`config.mk`:
```
export PLATFORM = sky130hd
export DESIGN_NAME = reg_response_serializer
export DESIGN_NICKNAME = d
export VERILOG_FILES = /design/src/rtl/reg_response_serializer.sv
export SDC_FILE = /design/constraint.sdc
export NUM_CORES = 1
export LEC_CHECK = 0
export BUFFER_PORTS_ARGS = -buffer_cell sky130_fd_sc_hd__buf_2
export CAP_MARGIN = 20
export CORE_AREA = 2 2 84 86
export DETAILED_ROUTE_END_ITERATION = 6
export DIE_AREA = 0 0 86 88
export GPL_TIMING_DRIVEN = 0
export PLACE_DENSITY_LB_ADDON = 0.1
export SYNTH_ARGS = -nofsm -noshare
export SYNTH_HDL_FRONTEND = slang
export SYNTH_SLANG_ARGS = --single-unit
```
`constraint.sdc`:
```
create_clock -name clk -period 2 [get_ports clk]
set_input_delay 0.3 -clock clk [delete_from_list [all_inputs] [get_ports clk]]
set_output_delay 0.3 -clock clk [all_outputs]
set_load 0.01 [all_outputs]
```
`src/rtl/reg_response_serializer.sv`:
```
// rtl/reg_response_serializer.sv - register-access reply framer and word serializer
module reg_response_serializer #(
  parameter int WORD_WIDTH   = 8,
  parameter int VALUE_WORDS  = 4,
  parameter int READ_TIMEOUT = 16
) (
  input  logic                              clk,
  input  logic                              i_reset_n,
  input  logic                              i_r_en,
  input  logic [WORD_WIDTH-1:0]             i_r_addr,
  input  logic                              i_w_en,
  input  logic [WORD_WIDTH-1:0]             i_w_addr,
  input  logic [VALUE_WORDS*WORD_WIDTH-1:0] i_r_data,
  input  logic                              i_r_dv,
  output logic [WORD_WIDTH-1:0]             o_tx_data,
  output logic                              o_tx_valid,
  input  logic                              i_tx_ready,
  output logic                              o_busy,
  output logic                              o_overrun
);

  localparam int FRAME_WORDS = VALUE_WORDS + 2;
  localparam int FRAME_W     = FRAME_WORDS * WORD_WIDTH;
  localparam int VAL_W       = VALUE_WORDS * WORD_WIDTH;
  localparam int CW          = $clog2(FRAME_WORDS + 1);
  localparam int TW          = $clog2(READ_TIMEOUT);

  localparam logic [1:0] S_IDLE = 2'd0;
  localparam logic [1:0] S_WAIT = 2'd1;
  localparam logic [1:0] S_SEND = 2'd2;

  localparam logic [WORD_WIDTH-1:0] ST_READ_OK   = WORD_WIDTH'(8'h00);
  localparam logic [WORD_WIDTH-1:0] ST_WRITE_ACK = WORD_WIDTH'(8'haa);
  localparam logic [WORD_WIDTH-1:0] ST_TIMEOUT   = WORD_WIDTH'(8'hee);

  logic [1:0]            r_state;
  logic [FRAME_W-1:0]    r_frame;
  logic [WORD_WIDTH-1:0] r_addr;
  logic [CW-1:0]         r_len;
  logic [CW-1:0]         r_wcnt;
  logic [TW-1:0]         r_tcnt;
  logic                  r_tx_valid;
  logic                  r_busy;
  logic                  r_overrun;

  logic w_xfer;
  logic w_last;
  logic w_drop;

  assign w_xfer = r_tx_valid & i_tx_ready;
  assign w_last = (r_wcnt == (r_len - CW'(1)));
  // In IDLE only a simultaneous read+write loses a request; elsewhere any new request is lost.
  assign w_drop = (r_state == S_IDLE) ? (i_r_en & i_w_en) : (i_r_en | i_w_en);

  assign o_tx_data  = r_frame[FRAME_W-1 -: WORD_WIDTH];
  assign o_tx_valid = r_tx_valid;
  assign o_busy     = r_busy;
  assign o_overrun  = r_overrun;

  // Main FSM: capture request, wait for read data or timeout, then shift the frame out MSW first.
  always_ff @(posedge clk or negedge i_reset_n) begin
    if (!i_reset_n) begin
      r_state    <= S_IDLE;
      r_frame    <= '0;
      r_addr     <= '0;
      r_len      <= '0;
      r_wcnt     <= '0;
      r_tcnt     <= '0;
      r_tx_valid <= 1'b0;
      r_busy     <= 1'b0;
    end else begin
      case (r_state)
        S_IDLE: begin
          if (i_r_en) begin
            r_addr  <= i_r_addr;
            r_tcnt  <= '0;
            r_state <= S_WAIT;
            r_busy  <= 1'b1;
          end else if (i_w_en) begin
            r_frame    <= {ST_WRITE_ACK, i_w_addr, {VAL_W{1'b0}}};
            r_len      <= CW'(2);
            r_wcnt     <= '0;
            r_tx_valid <= 1'b1;
            r_state    <= S_SEND;
            r_busy     <= 1'b1;
          end
        end
        S_WAIT: begin
          if (i_r_dv) begin
            r_frame    <= {ST_READ_OK, r_addr, i_r_data};
            r_len      <= CW'(FRAME_WORDS);
            r_wcnt     <= '0;
            r_tx_valid <= 1'b1;
            r_state    <= S_SEND;
          end else if (r_tcnt == TW'(READ_TIMEOUT - 1)) begin
            r_frame    <= {ST_TIMEOUT, r_addr, {VAL_W{1'b0}}};
            r_len      <= CW'(2);
            r_wcnt     <= '0;
            r_tx_valid <= 1'b1;
            r_state    <= S_SEND;
          end else begin
            r_tcnt <= r_tcnt + TW'(1);
          end
        end
        S_SEND: begin
          if (w_xfer) begin
            r_frame <= {r_frame[FRAME_W-WORD_WIDTH-1:0], {WORD_WIDTH{1'b0}}};
            r_wcnt  <= r_wcnt + CW'(1);
            if (w_last) begin
              r_tx_valid <= 1'b0;
              r_state    <= S_IDLE;
              r_busy     <= 1'b0;
            end
          end
        end
        default: begin
          r_state    <= S_IDLE;
          r_tx_valid <= 1'b0;
          r_busy     <= 1'b0;
        end
      endcase
    end
  end

  // One-cycle pulse for every cycle in which a request had to be discarded.
  always_ff @(posedge clk or negedge i_reset_n) begin
    if (!i_reset_n) begin
      r_overrun <= 1'b0;
    end else begin
      r_overrun <= w_drop;
    end
  end

endmodule
```
==> run_summary.xml, run 1 <==
<?xml version="1.0" encoding="UTF-8"?>
<metrics>
  <group name="logic_synthesis">
    <metric name="synthesis.area" unit="um2">3520</metric>
    <metric name="fraction_of_registers_with_async_set_or_reset_after_synthesis" unit="">1.00</metric>
    <metric name="synth-seq-cells" unit="">70</metric>
    <metric name="post_synth_inst_count" unit="">315</metric>
    <metric name="mapped_avg_cell_area" unit="um2">11.2</metric>
    <metric name="yosys.cell_types.count" unit="">41</metric>
    <metric name="synth.yosys.warnings" unit="">0</metric>
    <metric name="synth_edf_count" unit="">0</metric>
    <metric name="synthFlopType" unit="">sky130_fd_sc_hd__dfrtp_1</metric>
    <metric name="post_synth_net_total" unit="">375</metric>
    <metric name="synth-seq-area-share" unit="">0.497</metric>
  </group>
  <group name="placed_design">
    <metric name="placement.setup.worst_slack" unit="ps">-109</metric>
    <metric name="port_buffers" unit="">64</metric>
    <metric name="hpwl_after_detailed_placement" unit="um">5340</metric>
    <metric name="dpl-instance-area" unit="um2">3950</metric>
    <metric name="routabilityCongestion" unit="">0.839</metric>
    <metric name="number_of_instances_in_the_placed_design" unit="">459</metric>
  </group>
  <group name="critical_path">
    <metric name="worst_setup_path_startpoint" unit="">r_state[0]$_DFFE_PN0P_</metric>
    <metric name="r2r_setup_slack" unit="ps">80</metric>
    <metric name="worst_setup_path_start_kind" unit="">flop</metric>
    <metric name="timing.critical_path.to" unit="">r_frame[35]$_DFFE_PN0P_</metric>
    <metric name="worstPathArrival" unit="ps">2150</metric>
    <metric name="critPathKind" unit="">reg2reg</metric>
    <metric name="reg2reg_from" unit="">r_state[0]$_DFFE_PN0P_</metric>
    <metric name="setup.worst_path.end_class" unit="">flop</metric>
    <metric name="reg2reg_to" unit="">r_frame[35]$_DFFE_PN0P_</metric>
    <metric name="crit_required" unit="ps">2220</metric>
    <metric name="r2r_cells" unit="">7</metric>
    <metric name="cp_max_fo" unit="">10</metric>
  </group>
  <group name="floorplan">
    <metric name="die_area" unit="um2">7570</metric>
    <metric name="coreArea" unit="um2">6640</metric>
    <metric name="design.portCount" unit="">65</metric>
    <metric name="row_count" unit="">30</metric>
    <metric name="floorplan.die.height" unit="um">88</metric>
    <metric name="initial_utilization" unit="">0.530</metric>
    <metric name="die_width" unit="um">86</metric>
  </group>
  <group name="timing">
    <metric name="worst_slew_pin_slew" unit="ps">876</metric>
    <metric name="finalWorstPathRequiredPeriod" unit="ps">1920</metric>
    <metric name="timing_hold_violations_final" unit="">0</metric>
    <metric name="final_min_period_over_clock_period" unit="">0.962</metric>
    <metric name="final.setup.worst_slack" unit="ps">76.6</metric>
    <metric name="relSlewSlack" unit="">0.416</metric>
    <metric name="slew_viol_final" unit="">0</metric>
    <metric name="fmax" unit="MHz">520</metric>
    <metric name="setup_viol_count_final" unit="">0</metric>
    <metric name="fin_worst_skew" unit="ps">5.01</metric>
    <metric name="rsz0062_at_grt" unit="">true</metric>
  </group>
  <group name="cts">
    <metric name="htree_levels" unit="">3</metric>
    <metric name="cts_made_buffers" unit="">9</metric>
    <metric name="number_of_buffers_on_the_longest_clock_path" unit="">2</metric>
    <metric name="clock_sinks" unit="">70</metric>
    <metric name="clk-insertion-delay-late" unit="ps">340</metric>
    <metric name="worst_setup_hold_path_clk_slew" unit="ps">70</metric>
    <metric name="cts_tree" unit="">done</metric>
    <metric name="cts-root-buf" unit="">sky130_fd_sc_hd__clkbuf_8</metric>
  </group>
  <group name="status">
    <metric name="run_status" unit="">finished, final reports clean</metric>
  </group>
  <group name="cells_and_area">
    <metric name="drive_above_1_share" unit="">0.343</metric>
    <metric name="final_net_count" unit="">452</metric>
    <metric name="diodes" unit="">0</metric>
    <metric name="non_filler_instance_count_after_layout" unit="">476</metric>
    <metric name="final_core_utilization" unit="">0.641</metric>
    <metric name="flow.area_growth_from_synthesis" unit="%">20.9</metric>
    <metric name="layout.cell_area.non_filler" unit="um2">4260</metric>
  </group>
  <group name="route">
    <metric name="totalWireLength" unit="um">7460</metric>
    <metric name="antenna_left" unit="">0</metric>
    <metric name="drtPass1Iterations" unit="">5</metric>
    <metric name="dr_total_vias" unit="">2637</metric>
    <metric name="initialDrtViolationCount" unit="">100</metric>
    <metric name="viasPerCell" unit="">5.54</metric>
    <metric name="routedWlPerCell" unit="um">15.7</metric>
    <metric name="drt_drc_violations_left" unit="">0</metric>
  </group>
  <group name="global_route">
    <metric name="pin_count_of_the_biggest_net_entering_global_routing" unit="">71</metric>
    <metric name="grt_pass1_vias" unit="">2612</metric>
    <metric name="grt_pass1_wl" unit="um">12400</metric>
    <metric name="grt_antenna_before_repair" unit="">0</metric>
    <metric name="global_route.usage.total" unit="">0.215</metric>
    <metric name="grt_overflow_total" unit="">0</metric>
  </group>
  <group name="flow_run">
    <metric name="max_cap_viol_count" unit="">0</metric>
  </group>
  <group name="power">
    <metric name="ir_worst_vdd" unit="mV">0.621</metric>
    <metric name="power-per-cell-area" unit="nW/um2">1460</metric>
    <metric name="p_leak" unit="nW">2.15</metric>
  </group>
  <group name="hold_path">
    <metric name="hold_class" unit="">in2async</metric>
  </group>
</metrics>
[registers in the layout, indices dropped and copies added, names as in the netlist, 2 cells and up]
register and flops:
r_addr 8, r_state 2, r_len 2, r_tcnt 4
r_wcnt 3, r_frame 48
[cell usage after synthesis, drive strengths merged, types with 3 or more instances]
| library cell | count | area [um2] |
|---|---|---|
| a211oi | 3 | 22.5 |
| mux2 | 43 | 484 |
| nand2b | 5 | 31.3 |
| a22oi | 8 | 60.1 |
| mux2i | 16 | 160 |
| dfrtp | 70 | 1750 |
| ha | 6 | 75.1 |
| nor2 | 15 | 56.3 |
| o21ai | 3 | 15.0 |
| buf | 17 | 110 |
| clkbuf | 11 | 41.3 |
| nand2 | 26 | 97.6 |
| a22o | 26 | 228 |
| inv | 19 | 71.3 |
| nand3 | 4 | 25.0 |
| a21oi | 16 | 80.1 |
[logic make-up after synthesis]
| kind of cell | share of synthesized area |
|---|---|
| AO/OA/AOI/OAI | 0.149 |
| flip-flops | 0.497 |
| AND/OR/NAND/NOR | 0.0810 |
| multiplexers | 0.183 |
| buffers and inverters | 0.0632 |
| adder cells (fa/ha/maj) | 0.0241 |
| XOR/XNOR | 0.00249 |
[layout make-up]
cell class	count	area, um2
inverters	19	71.3
well taps	80	100
fillers	541	2380
plain buffers	26	186
multi-input cells	198	1580
repair buffers	68	353
flip-flops and latches	70	1750
clock buffers	10	138
clock inverters	5	83.8
[routing by layer]
layer / wire length (um) / track usage
met1: 3330 / 0.274
met2: 3540 / 0.345
met3: 403 / 0.0603
met4: 190 / 0.0938
met5: 0 / 0
[placed cells by master (no fill, tap or decap), types with 3 or more instances in the layout]
cell type                  Yosys  final
sky130_fd_sc_hd__a211oi_1      3      3
sky130_fd_sc_hd__a21oi_1      16     15
sky130_fd_sc_hd__a22o_1       26     26
sky130_fd_sc_hd__a22oi_1       8      6
sky130_fd_sc_hd__buf_2         7     65
sky130_fd_sc_hd__buf_4         8     19
sky130_fd_sc_hd__buf_6         1      3
sky130_fd_sc_hd__clkbuf_2      0      3
sky130_fd_sc_hd__clkbuf_8      0     10
sky130_fd_sc_hd__dfrtp_1      70     70
sky130_fd_sc_hd__ha_1          6      5
sky130_fd_sc_hd__inv_1        19     19
sky130_fd_sc_hd__mux2_1       21     21
sky130_fd_sc_hd__mux2_2       22     22
sky130_fd_sc_hd__mux2i_1      16     16
sky130_fd_sc_hd__nand2_1      26     25
sky130_fd_sc_hd__nand2b_1      5      5
sky130_fd_sc_hd__nand3_1       3      3
sky130_fd_sc_hd__nor2_1       15     15
sky130_fd_sc_hd__o21ai_0       3      3
[through the flow]
stage          TNS, ps  hold slack, ps  total power, W
2_1_floorplan        0            4.41         0.00406
3_3_place_gp      -775             474         0.00469
3_5_place_dp     -2020             482         0.00477
4_1_cts          -1.46             109         0.00611
5_1_grt          -94.0             129         0.00663
6_report             0            69.2         0.00620
[power breakdown]
group	switching, W	total (W)	internal [W]
logic	0.00150	0.00284	0.00134
registers	0.000249	0.00209	0.00184
clock network	0.000536	0.00127	0.000731
total	0.00229	0.00620	0.00392
[worst max-delay path: stages (launching register included)]
cell and delay [ps]:
sky130_fd_sc_hd__dfrtp_1 390, sky130_fd_sc_hd__inv_1 100, sky130_fd_sc_hd__ha_1 200, sky130_fd_sc_hd__buf_2 160, sky130_fd_sc_hd__clkbuf_1 250, sky130_fd_sc_hd__a22oi_1 300
sky130_fd_sc_hd__a21oi_1 110, sky130_fd_sc_hd__mux2_1 290
[worst min path at each step]
| stage | from | end | depth (start not counted) |
|---|---|---|---|
| detailed placement | i_reset_n | o_overrun$_DFF_PN0_ | 1 |
| global placement | r_frame[39]$_DFFE_PN0P_ | r_frame[39]$_DFFE_PN0P_ | 1 |
| global route | i_reset_n | o_overrun$_DFF_PN0_ | 1 |
| finish | i_reset_n | o_overrun$_DFF_PN0_ | 1 |
| CTS | i_reset_n | o_overrun$_DFF_PN0_ | 1 |
| floorplan | i_reset_n | o_busy$_DFFE_PN0P_ | 0 |
[timing repair]
item / 4_1_cts / 5_1_grt
setup buffers: 0 / 4
pin swaps: 0 / 1
hold buffers: 0 / 0
gates resized for setup: 15 / 19
setup endpoints to repair: 39 / 53
Note: power is estimated with default switching activity, not from simulation.
==> run 2: changes to the inputs <==
- SLEW_MARGIN: default -> 20
- clock period: 2 -> 2.02 ns (I/O delays scaled with it)
==> run 2 against run 1 <==
Effect of this change: hold slack gained 110 ps; routed wire length fell by 0.84%; combinational power fell by 4%; count of clock-buffer cells in the layout unchanged; maximum frequency up 0.36%; critical path depth unchanged; flip-flop and latch count unchanged; non-clock buffer count did not move; die area unchanged; register-to-register slack improved by 30 ps; power decreased by 2.2%; cell area shrank 0.23%; largest power group unchanged; highest routed layer unchanged.
==> run_summary.xml, run 2 (synthesis results as in run 1) <==
<?xml version="1.0" encoding="UTF-8"?>
<metrics>
  <group name="timing">
    <metric name="fin_worst_skew" unit="ps">8.26</metric>
    <metric name="setup_viol_count_final" unit="">0</metric>
    <metric name="tns" unit="ps">0</metric>
    <metric name="finalWorstPathRequiredPeriod" unit="ps">1920</metric>
    <metric name="worst_slew_pin_slew" unit="ps">562</metric>
    <metric name="relSlewSlack" unit="">0.625</metric>
    <metric name="slew_viol_final" unit="">0</metric>
    <metric name="final_min_period_over_clock_period" unit="">0.949</metric>
    <metric name="final.setup.worst_slack" unit="ps">103</metric>
    <metric name="fmax" unit="MHz">522</metric>
    <metric name="timing_hold_violations_final" unit="">0</metric>
  </group>
  <group name="power">
    <metric name="power-per-cell-area" unit="nW/um2">1430</metric>
    <metric name="cellInternalPower" unit="W">0.00383</metric>
    <metric name="share_of_total_power_in_the_clock_network" unit="">0.207</metric>
    <metric name="power_frac_seq" unit="">0.341</metric>
    <metric name="net-switching-power" unit="W">0.00224</metric>
    <metric name="power.switching_fraction" unit="">0.369</metric>
    <metric name="share_of_total_power_in_combinational_logic" unit="">0.453</metric>
    <metric name="p_leak" unit="nW">2.15</metric>
    <metric name="report.power.total" unit="W">0.00606</metric>
    <metric name="ir_worst_vdd" unit="mV">0.635</metric>
  </group>
  <group name="floorplan">
    <metric name="row_count" unit="">30</metric>
    <metric name="die_width" unit="um">86</metric>
    <metric name="initial_utilization" unit="">0.530</metric>
    <metric name="die_area" unit="um2">7570</metric>
    <metric name="floorplan.die.height" unit="um">88</metric>
    <metric name="coreArea" unit="um2">6640</metric>
    <metric name="design.portCount" unit="">65</metric>
  </group>
  <group name="cts">
    <metric name="clk-insertion-delay-late" unit="ps">350</metric>
    <metric name="number_of_buffers_on_the_longest_clock_path" unit="">2</metric>
    <metric name="worst_setup_hold_path_clk_slew" unit="ps">80</metric>
    <metric name="cts-root-buf" unit="">sky130_fd_sc_hd__clkbuf_8</metric>
    <metric name="cts_made_buffers" unit="">9</metric>
    <metric name="clock_sinks" unit="">70</metric>
    <metric name="cts_tree" unit="">done</metric>
    <metric name="htree_levels" unit="">3</metric>
  </group>
  <group name="route">
    <metric name="viasPerCell" unit="">5.47</metric>
    <metric name="antenna_left" unit="">0</metric>
    <metric name="initialDrtViolationCount" unit="">77</metric>
    <metric name="dr_total_vias" unit="">2602</metric>
    <metric name="drtPass1Iterations" unit="">4</metric>
    <metric name="totalWireLength" unit="um">7400</metric>
    <metric name="routedWlPerCell" unit="um">15.5</metric>
    <metric name="drt_drc_violations_left" unit="">0</metric>
  </group>
  <group name="cells_and_area">
    <metric name="drive_above_1_share" unit="">0.333</metric>
    <metric name="final-seq-area" unit="um2">1750</metric>
    <metric name="largest_register_ffs" unit="">48</metric>
    <metric name="most_frequent_cells_in_the_layout" unit="">70 x sky130_fd_sc_hd__dfrtp_1, 68 x sky130_fd_sc_hd__buf_2, 26 x sky130_fd_sc_hd__a22o_1, 25 x sky130_fd_sc_hd__nand2_1, 22 x sky130_fd_sc_hd__mux2_2</metric>
    <metric name="biggestRegsByFlops" unit="">r_frame (48), r_addr (8), r_tcnt (4)</metric>
    <metric name="flow.area_growth_from_synthesis" unit="%">20.6</metric>
    <metric name="non_filler_instance_count_after_layout" unit="">476</metric>
    <metric name="num-fill-cells" unit="">549</metric>
    <metric name="diodes" unit="">0</metric>
    <metric name="multiInputGateArea" unit="um2">1560</metric>
    <metric name="registers.top_by_ff_count" unit="">r_frame</metric>
    <metric name="layout.cells.most_common" unit="">sky130_fd_sc_hd__dfrtp_1</metric>
    <metric name="final_net_count" unit="">452</metric>
  </group>
  <group name="critical_path">
    <metric name="worstPathArrival" unit="ps">2150</metric>
    <metric name="timing.critical_path.slowest_cell_delay" unit="ps">360</metric>
    <metric name="crit_required" unit="ps">2250</metric>
    <metric name="crit_family" unit="">compound AO/OA/AOI/OAI gates</metric>
    <metric name="cp_cell_sequence" unit="">inv_1 -&gt; ha_1 -&gt; buf_2 -&gt; clkbuf_1 -&gt; a22oi_1 -&gt; a21oi_1 -&gt; mux2_1</metric>
    <metric name="worst_setup_path_start_kind" unit="">flop</metric>
    <metric name="worst_path_max_delay_cell" unit="">sky130_fd_sc_hd__dfrtp_1</metric>
    <metric name="cp_max_fo" unit="">10</metric>
    <metric name="setup.worst_path.end_class" unit="">flop</metric>
    <metric name="cp_buf_inv_count" unit="">3</metric>
    <metric name="critPathKind" unit="">reg2reg</metric>
  </group>
  <group name="flow_run">
    <metric name="max_cap_viol_count" unit="">0</metric>
  </group>
  <group name="placed_design">
    <metric name="port_buffers" unit="">64</metric>
    <metric name="routabilityCongestion" unit="">0.839</metric>
    <metric name="number_of_instances_in_the_placed_design" unit="">460</metric>
    <metric name="hpwl_after_detailed_placement" unit="um">5470</metric>
    <metric name="placement.setup.worst_slack" unit="ps">-73.4</metric>
  </group>
  <group name="global_route">
    <metric name="grt_overflow_total" unit="">0</metric>
    <metric name="grt_pass1_vias" unit="">2579</metric>
    <metric name="pin_count_of_the_biggest_net_entering_global_routing" unit="">37</metric>
    <metric name="grt_pass1_wl" unit="um">12400</metric>
    <metric name="grt_antenna_before_repair" unit="">0</metric>
    <metric name="global_route.usage.total" unit="">0.215</metric>
  </group>
  <group name="status">
    <metric name="run_status" unit="">finished, final reports clean</metric>
  </group>
  <group name="hold_path">
    <metric name="hold_class" unit="">in2reg</metric>
  </group>
</metrics>
## run 2: final cells by class
class,count,share of cell area
flip-flops and latches,70,0.412
well taps,80,0.0236
clock inverters,5,0.0197
repair buffers,68,0.0865
clock buffers,10,0.0324
inverters,19,0.0168
multi-input cells,198,0.368
plain buffers,26,0.0412
## run 2: path summary, 6_finish.rpt
| path | end | slack [ps] | start | depth (start not counted) |
|---|---|---|---|---|
| min reg2reg | r_frame[10]$_DFFE_PN0P_ | 490 | r_frame[10]$_DFFE_PN0P_ | 1 |
| min in group asynchronous | o_overrun$_DFF_PN0_ | 460 | i_reset_n | 2 |
| max | r_frame[37]$_DFFE_PN0P_ | 100 | r_state[0]$_DFFE_PN0P_ | 7 |
| max in group asynchronous | r_frame[26]$_DFFE_PN0P_ | 1010 | i_reset_n | 3 |
| min | r_frame[6]$_DFFE_PN0P_ | 180 | i_r_data[6] | 3 |
| max reg2reg | r_frame[37]$_DFFE_PN0P_ | 100 | r_state[0]$_DFFE_PN0P_ | 7 |
## run 2: power by group through the flow
stage	Clock (W)	Combinational [W]	Sequential [W]
floorplan	0	0.00198	0.00204
global placement	0	0.00256	0.00208
detailed placement	0	0.00263	0.00210
CTS	0.00128	0.00269	0.00207
global route	0.00134	0.00305	0.00212
finish	0.00125	0.00274	0.00207
## run 2: per-stage QoR
stage | hold slack, ps | util | instance area (um2)
after floorplan | 7.41 | - | 3520
final | 181 | 0.640 | 4250
after global placement | 474 | 0.594 | 3940
after global routing | 177 | 0.640 | 4250
after detailed placement | 297 | 0.597 | 3970
after CTS | 172 | 0.635 | 4220
## run 2: worst min-delay path, delay by kind of cell
kind                   cells  cell delay, ps
multiplexers               1              50
AND/OR/NAND/NOR            1              40
buffers and inverters      1              90
## run 2: per-layer routing
layer,wire length [um],vias to the layer above,part of all wire,track usage
met3,340,12,0.046,0.0603
li1,-,1278,-,-
met2,3510,59,0.47,0.342
met1,3390,1253,0.46,0.279
met4,159,0,0.021,0.0866
met5,0,-,0,0
## run 2: what timing repair did
item / in CTS / in global routing
gates resized for setup: 11 / 17
pin swaps: 0 / 1
buffers inserted: 0 / 2
hold buffers: 1 / 0
setup endpoints to repair: 38 / 54
hold endpoints to repair: 35 / 0
